## src/rtl/modulo_proximo_pc_pkg.sv

```systemverilog
// Shared types for the next-address generator: FSM state encoding and the
// next-PC source select (also reused by the control unit for debug visibility).
package modulo_proximo_pc_pkg;

  typedef enum logic {
    ST_RUN  = 1'b0,
    ST_HALT = 1'b1
  } estado_e;

  typedef enum logic [2:0] {
    SRC_INC  = 3'd0,
    SRC_IMM  = 3'd1,
    SRC_REG  = 3'd2,
    SRC_RAS  = 3'd3,
    SRC_ZERO = 3'd4,
    SRC_HOLD = 3'd5
  } src_sel_e;

endpackage

```

## src/rtl/modulo_proximo_pc_pilha_retorno.sv

```systemverilog
// Return-address stack: register file, stack pointer and full/empty status.
// Push is dropped when full, pop is dropped when empty; clear only rewinds SP.
module modulo_proximo_pc_pilha_retorno
  import modulo_proximo_pc_pkg::*;
#(
  parameter int unsigned ADDR_WIDTH  = 13,
  parameter int unsigned STACK_DEPTH = 8,
  parameter int unsigned SP_WIDTH    = 4
) (
  input  logic                  clk_i,
  input  logic                  rst_i,
  input  logic                  push_i,
  input  logic                  pop_i,
  input  logic                  clear_i,
  input  logic [ADDR_WIDTH-1:0] push_data_i,
  output logic [ADDR_WIDTH-1:0] top_o,
  output logic                  empty_o,
  output logic                  full_o
);

  localparam int unsigned IdxW = $clog2(STACK_DEPTH);

  logic [SP_WIDTH-1:0]   sp_q, sp_d;
  logic [ADDR_WIDTH-1:0] mem_q [STACK_DEPTH];
  logic [ADDR_WIDTH-1:0] mem_d [STACK_DEPTH];
  logic [IdxW-1:0]       push_idx, top_idx;

  // SP is a power-of-two depth, so its low bits index the slot directly.
  assign push_idx = sp_q[IdxW-1:0];
  assign top_idx  = push_idx - IdxW'(1);
  assign top_o    = mem_q[top_idx];
  assign empty_o  = (sp_q == '0);
  assign full_o   = (sp_q == SP_WIDTH'(STACK_DEPTH));

  always_comb begin
    sp_d  = sp_q;
    mem_d = mem_q;
    if (clear_i) begin
      sp_d = '0;
    end else if (push_i && !full_o) begin
      mem_d[push_idx] = push_data_i;
      sp_d            = sp_q + SP_WIDTH'(1);
    end else if (pop_i && !empty_o) begin
      sp_d = sp_q - SP_WIDTH'(1);
    end
  end

  always_ff @(posedge clk_i) begin
    if (rst_i) begin
      sp_q <= '0;
      for (int i = 0; i < int'(STACK_DEPTH); i++) begin
        mem_q[i] <= '0;
      end
    end else begin
      sp_q  <= sp_d;
      mem_q <= mem_d;
    end
  end

endmodule

```

## src/rtl/modulo_proximo_pc.sv

```systemverilog
// Next-address generator: priority mux over flow targets, RUN/HALT FSM and
// sticky overflow/underflow flags around the return-address stack.
module modulo_proximo_pc
  import modulo_proximo_pc_pkg::*;
#(
  parameter int unsigned ADDR_WIDTH  = 13,
  parameter int unsigned STACK_DEPTH = 8,
  parameter int unsigned SP_WIDTH    = 4
) (
  input  logic                  Clock,
  input  logic                  Reset,
  input  logic [ADDR_WIDTH-1:0] Instrucao,
  input  logic [ADDR_WIDTH-1:0] Imediato,
  input  logic [ADDR_WIDTH-1:0] RegAlvo,
  input  logic                  BranchTaken,
  input  logic                  Jump,
  input  logic                  JumpReg,
  input  logic                  Call,
  input  logic                  Return,
  input  logic                  halt,
  input  logic                  loop_enable,
  output logic [ADDR_WIDTH-1:0] InstrucaoModificada,
  output logic                  StackEmpty,
  output logic                  StackFull,
  output logic                  Overflow,
  output logic                  Underflow,
  output logic                  Halted
);

  estado_e               estado_q, estado_d;
  src_sel_e              sel;
  logic                  ovf_q, ovf_d, unf_q, unf_d;
  logic                  push, pop, clear;
  logic [ADDR_WIDTH-1:0] pc_inc, ras_top;

  assign pc_inc = Instrucao + ADDR_WIDTH'(1);

  modulo_proximo_pc_pilha_retorno #(
    .ADDR_WIDTH  (ADDR_WIDTH),
    .STACK_DEPTH (STACK_DEPTH),
    .SP_WIDTH    (SP_WIDTH)
  ) u_pilha (
    .clk_i       (Clock),
    .rst_i       (Reset),
    .push_i      (push),
    .pop_i       (pop),
    .clear_i     (clear),
    .push_data_i (pc_inc),
    .top_o       (ras_top),
    .empty_o     (StackEmpty),
    .full_o      (StackFull)
  );

  always_comb begin
    sel      = SRC_INC;
    push     = 1'b0;
    pop      = 1'b0;
    clear    = 1'b0;
    ovf_d    = ovf_q;
    unf_d    = unf_q;
    estado_d = estado_q;
    if (Reset) begin
      sel = SRC_ZERO;
    end else begin
      unique case (estado_q)
        ST_RUN: begin
          if (halt) begin
            // Flow inputs are ignored while halt is raised.
            if (loop_enable) begin
              sel   = SRC_ZERO;
              clear = 1'b1;
              ovf_d = 1'b0;
              unf_d = 1'b0;
            end else begin
              sel      = SRC_HOLD;
              estado_d = ST_HALT;
            end
          end else if (Return) begin
            if (!StackEmpty) begin
              sel = SRC_RAS;
              pop = 1'b1;
            end else begin
              unf_d = 1'b1;
            end
          end else if (Call) begin
            sel = SRC_IMM;
            if (!StackFull) begin
              push = 1'b1;
            end else begin
              ovf_d = 1'b1;
            end
          end else if (JumpReg) begin
            sel = SRC_REG;
          end else if (Jump || BranchTaken) begin
            sel = SRC_IMM;
          end
        end
        ST_HALT: begin
          if (loop_enable) begin
            sel      = SRC_ZERO;
            clear    = 1'b1;
            ovf_d    = 1'b0;
            unf_d    = 1'b0;
            estado_d = ST_RUN;
          end else begin
            sel = SRC_HOLD;
          end
        end
        default: estado_d = ST_RUN;
      endcase
    end
  end

  always_comb begin
    unique case (sel)
      SRC_INC:  InstrucaoModificada = pc_inc;
      SRC_IMM:  InstrucaoModificada = Imediato;
      SRC_REG:  InstrucaoModificada = RegAlvo;
      SRC_RAS:  InstrucaoModificada = ras_top;
      SRC_HOLD: InstrucaoModificada = Instrucao;
      default:  InstrucaoModificada = '0;
    endcase
  end

  always_ff @(posedge Clock) begin
    if (Reset) begin
      estado_q <= ST_RUN;
      ovf_q    <= 1'b0;
      unf_q    <= 1'b0;
    end else begin
      estado_q <= estado_d;
      ovf_q    <= ovf_d;
      unf_q    <= unf_d;
    end
  end

  assign Overflow  = ovf_q;
  assign Underflow = unf_q;
  assign Halted    = (estado_q == ST_HALT);

endmodule

```

## config.mk

```make
export PLATFORM = sky130hd
export DESIGN_NAME = modulo_proximo_pc
export DESIGN_NICKNAME = d
export VERILOG_FILES = /design/src/rtl/modulo_proximo_pc_pkg.sv /design/src/rtl/modulo_proximo_pc_pilha_retorno.sv /design/src/rtl/modulo_proximo_pc.sv
export SDC_FILE = /design/constraint.sdc
export NUM_CORES = 1
export LEC_CHECK = 0
export CAP_MARGIN = 20
export CORE_AREA = 2 2 102 104
export CTS_BUF_LIST = sky130_fd_sc_hd__clkbuf_8
export CTS_CLUSTER_DIAMETER = 80
export CTS_CLUSTER_SIZE = 20
export DETAILED_ROUTE_END_ITERATION = 7
export DIE_AREA = 0 0 104 106
export PLACE_DENSITY = 0.81
export REMOVE_ABC_BUFFERS = 1
export SLEW_MARGIN = 10
export SYNTH_ARGS = -nofsm -noshare
export SYNTH_HDL_FRONTEND = slang
export SYNTH_SLANG_ARGS = --single-unit
```

## constraint.sdc

```tcl
create_clock -name Clock -period 3.8 [get_ports Clock]
set_input_delay 0.57 -clock Clock [delete_from_list [all_inputs] [get_ports Clock]]
set_output_delay 0.57 -clock Clock [all_outputs]
set_load 0.1 [all_outputs]
```

==> results.cfg, run 1 <==
[placement]
io_buffer_count = 65
hpwlAfterDp_mm = 10.3
place_congestion = 0.898
placed_area_um2 = 6600
dp.cells = 765

[finish]
layout_common_cells = nor2_1 (117), dfxtp_1 (110), a211oi_1 (86), clkdlybuf4s50_1 (49), buf_4 (31)
nFillCells = 766
final_nets = 693
final_core_util_pct = 67.9
multi_input_area_um2 = 3140
finalInstanceArea_um2 = 6790
syn_to_final_growth_pct = 21.0
final_common_cell = nor2_1
layout-drive-gt1-share_pct = 18.2
antenna_cells = 0
fin_cells = 780
regArea_um2 = 2220

[timing]
fmax_ghz = 0.282
hold_viol = 0
maxSlewHeadroom_pct = 29.4
tns_ps = 0
fin_crit_ps = 3540
setup-violations-final = 0
worst_slew_pin_slew_ps = 1060
fin_crit_sh_pct = 93.3
maxSlewViolCount = 0
rsz0062_at_grt = false
fin_skew_ps = 15.7

[critical_path]
crit_chain = clkdlybuf4s50_1 -> and4bb_1 -> a22oi_2 -> and2_1 -> nor2_1 -> a221oi_1 -> buf_12
arrival_ps = 2970
critPathMaxStageDelay_ps = 510
worstSetupPathType = in -> out
cp_slowest_cell = clkdlybuf4s50_1
cp-end-kind = output port
crit_fanout = 7
cp-start-kind = input port
required_ps = 3230

[global_route]
grt_pass1_vias = 4669
grt_pass1_wl_mm = 24.0
grtUsageTotal_pct = 27.7
grt_max_degree = 99
gr-total-overflow = 0
grt_antenna_before_repair = 0

[hold_path]
hold_class = in -> reg

[die]
start_util_pct = 56.1
row_count = 37
die_w_um = 104
design.die.area_um2 = 11000
core-area_um2 = 10000
die_y_um = 106
io_pins = 66

[pwr]
ir_drop_mv = 0.254
power_mw = 2.79
p_per_area_nw_per_um2 = 410
p_leak_nw = 2.25

[cts]
clock_latency_ps = 390
htreeDepth = 3
ctsLongestPathBuffers = 2
cts_tree = built
cts_buffers = 9
cts_sinks = 111
clk_pin_slew_ps = 100
cts-hold-fix-buffers = 0
root_buffer = clkbuf_8
cts_resized = 0
post_cts_buffers = 0

[logic_synthesis]
ys_warn_count = 0
synthesis.area_um2 = 5610
synth_cell_types = 60
synthCells = 580
synth-async-reset-ratio_pct = 0
synth_edf_count = 0
synth_ff_type = dfxtp_1
synth-seq-area-share_pct = 39.6
ys_ff_latch = 111
synth_area_per_cell_um2 = 9.68

[detailed_routing]
drc = 0
ant_nets = 0
wl_per_cell_um = 19.4
wl_mm = 15.2
via_per_inst = 6.27
vias = 4888
firstDrtPassIters = 7
drt-initial-drc-count = 317

[run]
maxCapViolCount = 0

[outcome]
outcome = completed
stage by stage:
| step | hold slack [ps] | setup slack (ps) |
|---|---|---|
| finish | 480 | 256 |
| floorplan | 455 | -2250 |
| global route | 495 | 143 |
| global placement | 468 | 339 |
| detailed placement | 473 | 319 |
| CTS | 473 | 282 |
cell usage after synthesis, drive strengths merged, types with 2 or more instances:
cell type | n | area share (%)
nand3 | 14 | 1.5
nor3 | 10 | 2.0
inv | 4 | 0.27
o21ai | 10 | 0.89
nand4 | 6 | 0.94
and2 | 5 | 0.56
and3 | 2 | 0.22
buf | 21 | 2.4
a32oi | 2 | 0.31
o21a | 2 | 0.27
dfxtp | 111 | 40
a22oi | 2 | 0.36
o31ai | 2 | 0.27
nor2 | 120 | 8.2
mux4 | 26 | 10
nand2 | 26 | 1.7
xnor2 | 2 | 0.31
mux2i | 21 | 3.7
nand2b | 3 | 0.33
xor2 | 11 | 1.7
ha | 4 | 0.89
a211oi | 97 | 14
clkbuf | 26 | 1.7
nor4 | 2 | 0.49
a21oi | 18 | 1.6
a21o | 2 | 0.27
mux2 | 4 | 0.80
and4 | 2 | 0.31
a221oi | 4 | 0.62
metal layers:
layer | GRT usage [%] | part of all wire, % | vias up | routed length, um
met5 | 0 | 0 | - | 0
met4 | 12.5 | 2.8 | 0 | 420
met3 | 4.48 | 8.2 | 42 | 1240
met2 | 46.3 | 49 | 242 | 7460
met1 | 35.6 | 40 | 2330 | 6040
li1 | - | - | 2274 | -
power breakdown:
part           internal (mW)  switching (mW)
clock                  0.307           0.411
sequential              1.18          0.0194
combinational          0.326           0.541
worst paths after layout:
kind	cells after the start	slack [ps]	startpoint	endpoint
worst min register to register	2	490	Underflow$_SDFFE_PP0P_	Underflow$_SDFFE_PP0P_
worst max-delay path	7	260	Return	InstrucaoModificada[10]
worst min-delay path	2	480	Reset	u_pilha.mem_q[100]$_SDFFE_PP0P_
worst max register to register	6	1280	u_pilha.sp_q[2]$_SDFFE_PP0P_	u_pilha.mem_q[76]$_SDFFE_PP0P_
registers in the layout (all words and copies together) (netlist names):
register	cells
Underflow	1
u_pilha.mem_q	104
Halted	1
Overflow	1
u_pilha.sp_q	4
area by class of cell:
| cell class | instances | area share (%) |
|---|---|---|
| inverter | 4 | 0.221 |
| clock inverter | 6 | 1.05 |
| clock buffer | 9 | 1.82 |
| tap | 136 | 2.51 |
| sequential | 111 | 32.7 |
| timing repair buffer | 96 | 15.4 |
| multi-input combinational | 418 | 46.3 |
worst max-delay path, delay by kind of cell:
| kind | cells | cell delay [ps] |
|---|---|---|
| simple gates | 3 | 810 |
| buf+inv | 2 | 750 |
| compound gates | 2 | 830 |
logic make-up after synthesis:
group	after synthesis	share of synthesized area (%)
xor gates and xnor gates	13	2.03
buffers and inverters	51	4.41
adders and majority gates	5	1.25
and+or+nand+nor	197	17.3
DFF	111	39.6
muxes	51	15.0
AOI/OAI and AO/OA	152	20.5
Power figures use the tool's default switching activity.
==> run 2: changes to the inputs <==
Settings changed: CORE_AREA 2 2 102 104 to 2 2 107 109, DIE_AREA 0 0 104 106 to 0 0 109 111, PLACE_DENSITY 0.81 to 0.77.
Clock period 3.8 ns to 2.9 ns, I/O delays scaled along.
==> results.cfg, run 2 (synthesized netlist as in run 1, its figures left out) <==
[die]
start_util_pct = 50.7
design.die.area_um2 = 12100
core-area_um2 = 11100
die_y_um = 111
row_count = 39
io_pins = 66
die_w_um = 109

[global_route]
grt_antenna_before_repair = 1
grt_pass1_wl_mm = 25.9
grt_max_degree = 105
grtUsageTotal_pct = 27.6
gr-total-overflow = 0
grt_pass1_vias = 5188

[critical_path]
cp-end-kind = output port
worstSetupPathType = reg -> out
required_ps = 2470
arrival_ps = 2610
cp-start-kind = flip-flop
crit_fanout = 7

[detailed_routing]
ant_nets = 0
met2RoutedLength_mm = 8.12
route.met3.wl_mm = 1.13
vias = 5113
firstDrtPassIters = 6
drc = 0
wl_met1_mm = 6.61
wl_mm = 16.6
top_layer = met5
drt-initial-drc-count = 446
via_per_inst = 6.14
wl_per_cell_um = 19.9

[cts]
htreeDepth = 3
root_buffer = clkbuf_8
cts_tree = built
cts_sinks = 111
clk_pin_slew_ps = 110
clock_latency_ps = 380
cts_buffers = 9
cts-hold-fix-buffers = 0
ctsLongestPathBuffers = 2

[timing]
hold_slack_ps = 300
maxSlewViolCount = 0
fin_crit_sh_pct = 105
rsz0062_at_grt = true
maxSlewHeadroom_pct = 70.5
setup-violations-final = 9
hold_viol = 0
fin_skew_ps = 11.8
worst_slew_pin_slew_ps = 440
fmax_ghz = 0.328
fin_crit_ps = 3050
worst_slack_ps = -146

[finish]
antenna_cells = 0
top_regs = u_pilha.mem_q (104), u_pilha.sp_q (4)
final_common_cell = nor2_1
final_nets = 738
layout_common_cells = nor2_1 (116), dfxtp_1 (109), a211oi_1 (85), buf_4 (64), clkdlybuf4s50_1 (44)
finalInstanceArea_um2 = 7530
multi_input_area_um2 = 3310
layout-drive-gt1-share_pct = 28.4
largest_register_ffs = 104
regArea_um2 = 2220
syn_to_final_growth_pct = 34.1
nFillCells = 783
regMostFlops = u_pilha.mem_q

[placement]
place_congestion = 0.974
io_buffer_count = 65
placed_area_um2 = 7000
hpwlAfterDp_mm = 10.8

[hold_path]
hold_class = in -> reg

[pwr]
ir_drop_mv = 0.451
p_per_area_nw_per_um2 = 541
p_leak_nw = 2.59

[outcome]
outcome = finished, violations left
violations = negative setup slack

[run]
maxCapViolCount = 0
==> run 2: changes by cell type in the layout (fill, tap and decap cells not counted), sizes merged <==
cell and delta:
buf +44, clkdlybuf4s50 -5, clkbuf +4, clkinv -2, dlygate4sd2 +2, bufinv +1, clkinvlp +1, inv +1
==> run 2: power by group <==
part           switching [mW]  internal, mW
Sequential             0.0194          1.55
Clock                   0.576         0.504
Combinational           0.797         0.627
Total                    1.39          2.68
==> run 2: path summary, 6_finish.rpt <==
path,from,end,slack (ps),cells after the start
worst max register to register,u_pilha.sp_q[1]$_SDFFE_PP0P_,u_pilha.sp_q[3]$_SDFFE_PP0P_,690,11
worst min register to register,Underflow$_SDFFE_PP0P_,Underflow$_SDFFE_PP0P_,490,2
worst max-delay path,u_pilha.sp_q[0]$_SDFFE_PP0P_,InstrucaoModificada[7],-150,9
worst min-delay path,Reset,Overflow$_SDFFE_PP0P_,300,2
==> run 2: cell type report <==
class,instances,share of cell area (%)
Multi-Input combinational cell,418,44.0
Sequential cell,111,29.5
Timing Repair Buffer,141,20.8
Tap cell,143,2.38
Clock buffer,9,1.64
Clock inverter,7,1.46
Inverter,4,0.199
==> run 2: layer usage <==
layer	vias to the layer above	GRT usage (%)
met5	-	0
met4	2	14.0
li1	2365	-
met3	62	4.29
met2	223	45.0
met1	2461	35.1
==> run 2: metrics by stage <==
stage	setup slack, ps	utilization, %	setup TNS, ps	instances	total power, mW
after detailed placement	-91.8	63.2	-455	812	2.84
after global placement	-44.6	63.2	-84.6	812	2.83
after floorplan	-3010	-	-47000	533	2.31
after CTS	-153	66.4	-560	830	3.97
final	-146	68.0	-460	833	4.07
after global routing	-217	68.0	-1410	833	4.20
==> run 2: critical path, cell delays in order, from the launching register on <==
cell and delay (ps):
dfxtp_2 360, inv_2 50, ha_4 290, buf_12 130, mux4_2 510, mux2_2 280, mux2i_1 150, o221ai_1 140
buf_4 170, buf_12 160
==> run 2: what timing repair did <==
item	in CTS	in global routing
pin swaps	10	10
setup endpoints to repair	13	13
gates cloned	0	1
gates resized for setup	24	25
setup buffers	6	4
hold endpoints to repair	0	0
